[src/rtl/color_pkg.sv]
// Shared definitions for the digit colour encoder.
//   - state_e     : FSM state encoding (idle / converting / result held)
//   - palette12() : decimal digit -> 12-bit RGB colour (4 bits per channel)
//   - expand24()  : 12-bit colour -> 24-bit colour by replicating each nibble
//   - max_value() : largest value representable in a given number of decimal digits
package color_pkg;

    typedef enum logic [1:0] {
        StIdle = 2'd0,
        StConv = 2'd1,
        StDone = 2'd2
    } state_e;

    localparam logic [11:0] PAL_0 = 12'h000;
    localparam logic [11:0] PAL_1 = 12'hF00;
    localparam logic [11:0] PAL_2 = 12'hF80;
    localparam logic [11:0] PAL_3 = 12'hFF0;
    localparam logic [11:0] PAL_4 = 12'h0F0;
    localparam logic [11:0] PAL_5 = 12'h0FF;
    localparam logic [11:0] PAL_6 = 12'h08F;
    localparam logic [11:0] PAL_7 = 12'h00F;
    localparam logic [11:0] PAL_8 = 12'hF0F;
    localparam logic [11:0] PAL_9 = 12'hFFF;

    function automatic logic [11:0] palette12(input logic [3:0] digit);
        logic [11:0] c;
        case (digit)
            4'd0:    c = PAL_0;
            4'd1:    c = PAL_1;
            4'd2:    c = PAL_2;
            4'd3:    c = PAL_3;
            4'd4:    c = PAL_4;
            4'd5:    c = PAL_5;
            4'd6:    c = PAL_6;
            4'd7:    c = PAL_7;
            4'd8:    c = PAL_8;
            4'd9:    c = PAL_9;
            default: c = 12'h000; // non-BCD codes cannot occur; keep them dark
        endcase
        return c;
    endfunction

    function automatic logic [23:0] expand24(input logic [11:0] c12);
        return {c12[11:8], c12[11:8], c12[7:4], c12[7:4], c12[3:0], c12[3:0]};
    endfunction

    function automatic longint unsigned max_value(input int digits);
        longint unsigned r;
        r = 1;
        for (int i = 0; i < digits; i++) begin
            r = r * 10;
        end
        return r - 1;
    endfunction

endpackage

[src/rtl/bcd_add3.sv]
// Double-dabble nibble correction: adds 3 to a BCD nibble that is 5 or more so
// that the following left shift carries correctly into the next decimal digit.
//   d : BCD nibble before correction
//   q : corrected nibble
module bcd_add3 (
    input  logic [3:0] d,
    output logic [3:0] q
);

    always_comb begin
        q = d;
        if (d >= 4'd5) begin
            q = d + 4'd3;
        end
    end

endmodule

[src/rtl/digit_color_encoder.sv]
// Sequential binary-to-colour-digit encoder. A value accepted on the input
// handshake is converted to DIGITS decimal digits by iterative double-dabble
// (one input bit per cycle), and each digit is mapped to a palette colour.
//   clk, rst            : clock, asynchronous active-high reset
//   in_valid/in_ready   : input handshake, in_value is the unsigned binary value
//   out_valid/out_ready : output handshake for code/ovf
//   code                : DIGITS colours, most significant digit in the top slice
//   ovf                 : input exceeded 10**DIGITS-1 (all digits then show 9)
module digit_color_encoder
    import color_pkg::*;
#(
    parameter int unsigned IN_W    = 6,
    parameter int unsigned DIGITS  = 2,
    parameter int unsigned COLOR_W = 12
) (
    input  logic                        clk,
    input  logic                        rst,
    input  logic                        in_valid,
    output logic                        in_ready,
    input  logic [IN_W-1:0]             in_value,
    output logic                        out_valid,
    input  logic                        out_ready,
    output logic [DIGITS*COLOR_W-1:0]   code,
    output logic                        ovf
);

    localparam int unsigned CNT_W   = $clog2(IN_W + 1);
    localparam int unsigned BCD_W   = 4 * DIGITS;
    localparam logic [63:0] MAX_VAL = 64'(max_value(DIGITS));

    state_e                      state_q;
    logic [IN_W-1:0]             shift_q;
    logic [BCD_W-1:0]            bcd_q;
    logic [CNT_W-1:0]            cnt_q;
    logic                        ovf_q;
    logic                        out_valid_q;
    logic [DIGITS*COLOR_W-1:0]   code_q;

    logic [BCD_W-1:0]            bcd_adj;
    logic [BCD_W-1:0]            bcd_next;
    logic [IN_W-1:0]             shift_next;
    logic [DIGITS*COLOR_W-1:0]   code_next;
    logic [63:0]                 in_ext;
    logic                        ovf_cmp;

    assign in_ext  = 64'(in_value);
    assign ovf_cmp = (in_ext > MAX_VAL);

    // One double-dabble step: correct every nibble, then shift {bcd, shift} left.
    // Bits pushed out of the top BCD nibble are dropped; ovf covers that case.
    assign bcd_next   = {bcd_adj[BCD_W-2:0], shift_q[IN_W-1]};
    assign shift_next = shift_q << 1;

    for (genvar g = 0; g < DIGITS; g++) begin : g_digit
        logic [3:0] nib_adj;
        logic [3:0] digit;

        bcd_add3 u_bcd_add3 (
            .d (bcd_q[4*g +: 4]),
            .q (nib_adj)
        );

        assign bcd_adj[4*g +: 4] = nib_adj;
        // code_next is only captured on the last step, so bcd_next holds final digits
        assign digit = ovf_q ? 4'd9 : bcd_next[4*g +: 4];

        if (COLOR_W == 24) begin : g_c24
            assign code_next[COLOR_W*g +: COLOR_W] = expand24(palette12(digit));
        end else begin : g_c12
            assign code_next[COLOR_W*g +: COLOR_W] = COLOR_W'(palette12(digit));
        end
    end

    always_ff @(posedge clk or posedge rst) begin
        if (rst) begin
            state_q     <= StIdle;
            shift_q     <= '0;
            bcd_q       <= '0;
            cnt_q       <= '0;
            ovf_q       <= 1'b0;
            out_valid_q <= 1'b0;
            code_q      <= '0;
        end else begin
            case (state_q)
                StIdle: begin
                    if (in_valid) begin
                        shift_q <= in_value;
                        bcd_q   <= '0;
                        cnt_q   <= CNT_W'(IN_W);
                        ovf_q   <= ovf_cmp;
                        state_q <= StConv;
                    end
                end
                StConv: begin
                    shift_q <= shift_next;
                    bcd_q   <= bcd_next;
                    cnt_q   <= cnt_q - CNT_W'(1);
                    if (cnt_q == CNT_W'(1)) begin
                        code_q      <= code_next;
                        out_valid_q <= 1'b1;
                        state_q     <= StDone;
                    end
                end
                StDone: begin
                    // code/ovf stay untouched here so they hold under backpressure
                    if (out_ready) begin
                        out_valid_q <= 1'b0;
                        state_q     <= StIdle;
                    end
                end
                default: begin
                    out_valid_q <= 1'b0;
                    state_q     <= StIdle;
                end
            endcase
        end
    end

    assign in_ready  = (state_q == StIdle);
    assign out_valid = out_valid_q;
    assign code      = code_q;
    assign ovf       = ovf_q;

endmodule

[config.mk]
export PLATFORM = sky130hd
export DESIGN_NAME = digit_color_encoder
export DESIGN_NICKNAME = d
export VERILOG_FILES = /design/src/rtl/color_pkg.sv /design/src/rtl/bcd_add3.sv /design/src/rtl/digit_color_encoder.sv
export SDC_FILE = /design/constraint.sdc
export NUM_CORES = 1
export LEC_CHECK = 0
export CELL_PAD_IN_SITES_DETAIL_PLACEMENT = 1
export CELL_PAD_IN_SITES_GLOBAL_PLACEMENT = 1
export CORE_ASPECT_RATIO = 1.25
export CORE_MARGIN = 2
export CORE_UTILIZATION = 36
export CTS_BUF_LIST = sky130_fd_sc_hd__clkbuf_4 sky130_fd_sc_hd__clkbuf_8
export DETAILED_ROUTE_END_ITERATION = 6
export PLACE_DENSITY_LB_ADDON = 0.3
export SYNTH_ARGS = -nofsm -noshare
export SYNTH_HDL_FRONTEND = slang
export SYNTH_HIERARCHICAL = 1
export SYNTH_SLANG_ARGS = --single-unit
[constraint.sdc]
create_clock -name clk -period 2 [get_ports clk]
set_clock_uncertainty 0.2 [all_clocks]
set_input_delay 0.5 -clock clk [delete_from_list [all_inputs] [get_ports clk]]
set_output_delay 0.5 -clock clk [all_outputs]
set_load 0.02 [all_outputs]
==> reports/summary.md <==
0 antenna diodes ended up in the layout. The critical path capture point type was a register. For the utilization after layout, the log shows 54.6%.

Along the worst path, the maximum fanout reaches 3. TritonCTS built the clock tree. For this run, the number of Yosys warnings is 6. The analysis attributes to cell leakage a power of 1.14 nW.

Width of the chip: 64.2 um. For this run, design rule violations remaining after detail routing come to 0. The tools report the H-tree depth reported by CTS as 1.

Worst setup path category: register to register. The floorplan has 27 rows. Counting along the longest clock path gives a buffer depth of 2. The fraction of layout cells with a size suffix above 1 was 32.2%; the final count of pins violating max slew was 0. The first-pass GRT wire length was 6910 um. Dividing the detail-routed via count by the number of cells gives 5.14.

Setup repair after global routing could not meet its margin everywhere. The actual transition at the worst max-transition pin came out at 821 ps. Global routing finished with a remaining overflow of 0.

Timing would allow up to 0.474 GHz. Internal power comes to 2.85 mW. The run gives 3 as the CTS buffer count. The capture point of the worst path was code[3]$_DFFE_PP0P_. For the worst flop-to-flop path, the logic depth is 7.

The post-CTS clock slew at the launch and capture registers of the worst setup and hold paths was 100 ps. The root buffer cell chosen for the clock tree is sky130_fd_sc_hd__clkbuf_8. The final layout contains 228 nets.

The run gives -504 ps as the setup TNS after final layout. The data arrival time at the worst-slack endpoint was 2120 ps; the final setup violation count was 7. The run finished, with violations left. In this run the worst setup path begins at bcd_q[0]$_DFFE_PP0P_.

Across all layers, the routed design uses 1382 vias. The worst path in the final design needs a cycle of 2110 ps, including I/O delays and setup. Fraction of the cycle the final worst path needs: 106%.

In this run the cell area of the synthesized design comes to 1630 um^2. For the initial antenna violation count, the log shows 0. Global routing used 17.3% of the available tracks across all layers.

From synthesis to final layout, the design area changed by 47.1%. The logs give -111 ps for the setup slack of the critical path after layout and 0 for the number of hold violations in the final report. For the initial DRC count, the log shows 41. The overall die height was 79.2 um; the count of port buffers added during placement was 35. The met3 track demand over resource is 3.26%, and the post-placement worst setup slack is -165 ps. In this run the most used layer during global routing was met2. The logs give 4390 um^2 for the core region area and 0 for the number of hold buffers added after CTS. The tools report the sequential share of power as 21.0%. The die covers 5080 um^2. The net switching share of the total power is 43.2%, and the worst-skew pair later-pin latency is 280 ps. STA classifies the critical path startpoint as a register. The weighted congestion reported at the end of routability-driven placement was 0.769. Across all register-to-register paths, the minimum setup slack is -110 ps. In the final routed layout, each cell accounts on average for 17.4 um.

Reported max-cap violation count: 0. In the synthesized netlist, the number of instances is 165. The startpoint identified for the worst register-to-register timing path is bcd_q[0]$_DFFE_PP0P_.

The worst-case hold slack is 305 ps, and the final standard cell count with taps included and fillers excluded is 269. STA puts the critical path data required time at 2010 ps. Routed wire length: 4670 um.

Entering global routing, the biggest net connects 29 pins. The pre-antenna-repair detailed-routing pass consisted of 4 iterations. The average footprint of a synthesized cell was 9.87 um^2. When the netlist entered floorplanning its net count stood at 181. For this run, global-route usage on met1 was measured as 19.7%.

For the total half-perimeter wirelength after legalization and detailed placement, the log shows 2940 um. The boundary pin count was 37. Global routing usage on met2: 32.3%. Capture instance of the worst register-to-register path: code[3]$_DFFE_PP0P_. The run gives 2.17 mW as the switching power. The final reports fail on setup timing. Once the floorplan was initialized, standard cells occupied 37.1% of the core. The path class of the tightest hold or removal check is register to register. Power density of the placed cells: 2090 nW/um^2. The logs give 69.9% for the combinational share of power and 253 for the post-placement cell count.

IR analysis of the VDD net gives a maximum drop of 0.545 mV. The tree built by TritonCTS fans out to 28 sinks. In this run, the clock network consumes 9.1% of the power. The count of antenna-violating nets left after detailed routing was 0; the relative slew slack was 45.1%. The number of global-route vias before repair came out at 1429.
[cells in the final DEF, fill, tap and decap left out, types with 2 or more instances in the layout]
| cell type | instances |
|---|---|
| sky130_fd_sc_hd__nand3b_1 | 4 |
| sky130_fd_sc_hd__dfrtp_1 | 28 |
| sky130_fd_sc_hd__dlygate4sd2_1 | 17 |
| sky130_fd_sc_hd__clkbuf_8 | 3 |
| sky130_fd_sc_hd__a21oi_4 | 2 |
| sky130_fd_sc_hd__buf_4 | 24 |
| sky130_fd_sc_hd__nor2_1 | 7 |
| sky130_fd_sc_hd__ha_4 | 4 |
| sky130_fd_sc_hd__ha_1 | 2 |
| sky130_fd_sc_hd__nor2b_1 | 2 |
| sky130_fd_sc_hd__inv_1 | 5 |
| sky130_fd_sc_hd__buf_6 | 7 |
| sky130_fd_sc_hd__dlymetal6s2s_1 | 9 |
| sky130_fd_sc_hd__a21oi_1 | 5 |
| sky130_fd_sc_hd__clkdlybuf4s50_1 | 9 |
| sky130_fd_sc_hd__nand2b_4 | 2 |
| sky130_fd_sc_hd__nand2b_1 | 4 |
| sky130_fd_sc_hd__a22o_1 | 8 |
| sky130_fd_sc_hd__and3b_1 | 2 |
| sky130_fd_sc_hd__a21oi_2 | 2 |
| sky130_fd_sc_hd__o21ai_0 | 7 |
| sky130_fd_sc_hd__and3_4 | 2 |
| sky130_fd_sc_hd__o21ai_1 | 3 |
| sky130_fd_sc_hd__o22a_1 | 4 |
| sky130_fd_sc_hd__inv_2 | 4 |
| sky130_fd_sc_hd__a22oi_1 | 4 |
| sky130_fd_sc_hd__nor3_2 | 3 |
| sky130_fd_sc_hd__nand2_1 | 14 |
[how the worst min path moves through the flow]
| stage | start | end | slack (ps) | cells after the start |
|---|---|---|---|---|
| 6_report | shift_q[2]$_DFFE_PP0P_ | shift_q[2]$_DFFE_PP0P_ | 310 | 2 |
| 2_1_floorplan | shift_q[1]$_DFFE_PP0P_ | shift_q[1]$_DFFE_PP0P_ | 250 | 2 |
| 3_5_place_dp | shift_q[2]$_DFFE_PP0P_ | shift_q[2]$_DFFE_PP0P_ | 290 | 2 |
| 4_1_cts | shift_q[2]$_DFFE_PP0P_ | shift_q[2]$_DFFE_PP0P_ | 310 | 2 |
| 3_3_place_gp | shift_q[3]$_DFFE_PP0P_ | shift_q[3]$_DFFE_PP0P_ | 270 | 2 |
| 5_1_grt | shift_q[2]$_DFFE_PP0P_ | shift_q[2]$_DFFE_PP0P_ | 350 | 2 |
[flip-flops by register name, summed over array words and instances, names as in the netlist]
| signal | cells |
|---|---|
| cnt_q | 3 |
| out_valid | 1 |
| bcd_q | 8 |
| state_q | 2 |
| code | 8 |
| shift_q | 6 |
[stage by stage]
step                cell area (um^2)  total power [mW]
CTS                             2220              4.46
finish                          2400              5.01
global placement                2070              3.69
floorplan                       1670              2.95
detailed placement              2070              3.86
global route                    2400              5.34
[metal layers]
| layer | up-vias | routed length (um) | share of wire (%) |
|---|---|---|---|
| met5 | - | 0 | 0 |
| met4 | 0 | 74 | 1.6 |
| met3 | 6 | 221 | 4.7 |
| met2 | 42 | 2540 | 54 |
| met1 | 679 | 1840 | 39 |
| li1 | 655 | - | - |
[critical path, stage by stage (launching register included)]
cell,delay (ps)
sky130_fd_sc_hd__dfrtp_1,440
sky130_fd_sc_hd__ha_4,170
sky130_fd_sc_hd__nand2b_4,140
sky130_fd_sc_hd__a21oi_4,210
sky130_fd_sc_hd__mux2i_4,310
sky130_fd_sc_hd__o21ai_1,140
sky130_fd_sc_hd__or2_4,280
sky130_fd_sc_hd__a31oi_4,140
[power by group through the flow]
stage	clock network (mW)	logic, mW	registers, mW
detailed placement	0	2.80	1.06
global placement	0	2.66	1.03
global route	0.487	3.75	1.10
finish	0.454	3.51	1.05
CTS	0.457	2.95	1.05
floorplan	0	1.82	1.13
[repair_timing]
action | in CTS | in global routing
setup endpoints to repair | 25 | 17
buffers inserted | 4 | 9
pin swaps | 10 | 6
resized for setup | 35 | 28
endpoints found under the hold margin | 0 | 0
[final cells by class]
| class | count | area (um^2) |
|---|---|---|
| Fill cell | 493 | 2000 |
| Inverter | 9 | 33.8 |
| Clock inverter | 1 | 30.0 |
| Multi-Input combinational cell | 104 | 907 |
| Clock buffer | 3 | 41.3 |
| Tap cell | 58 | 72.6 |
| Sequential cell | 28 | 701 |
| Timing Repair Buffer | 66 | 611 |
Power figures use the tool's default switching activity.
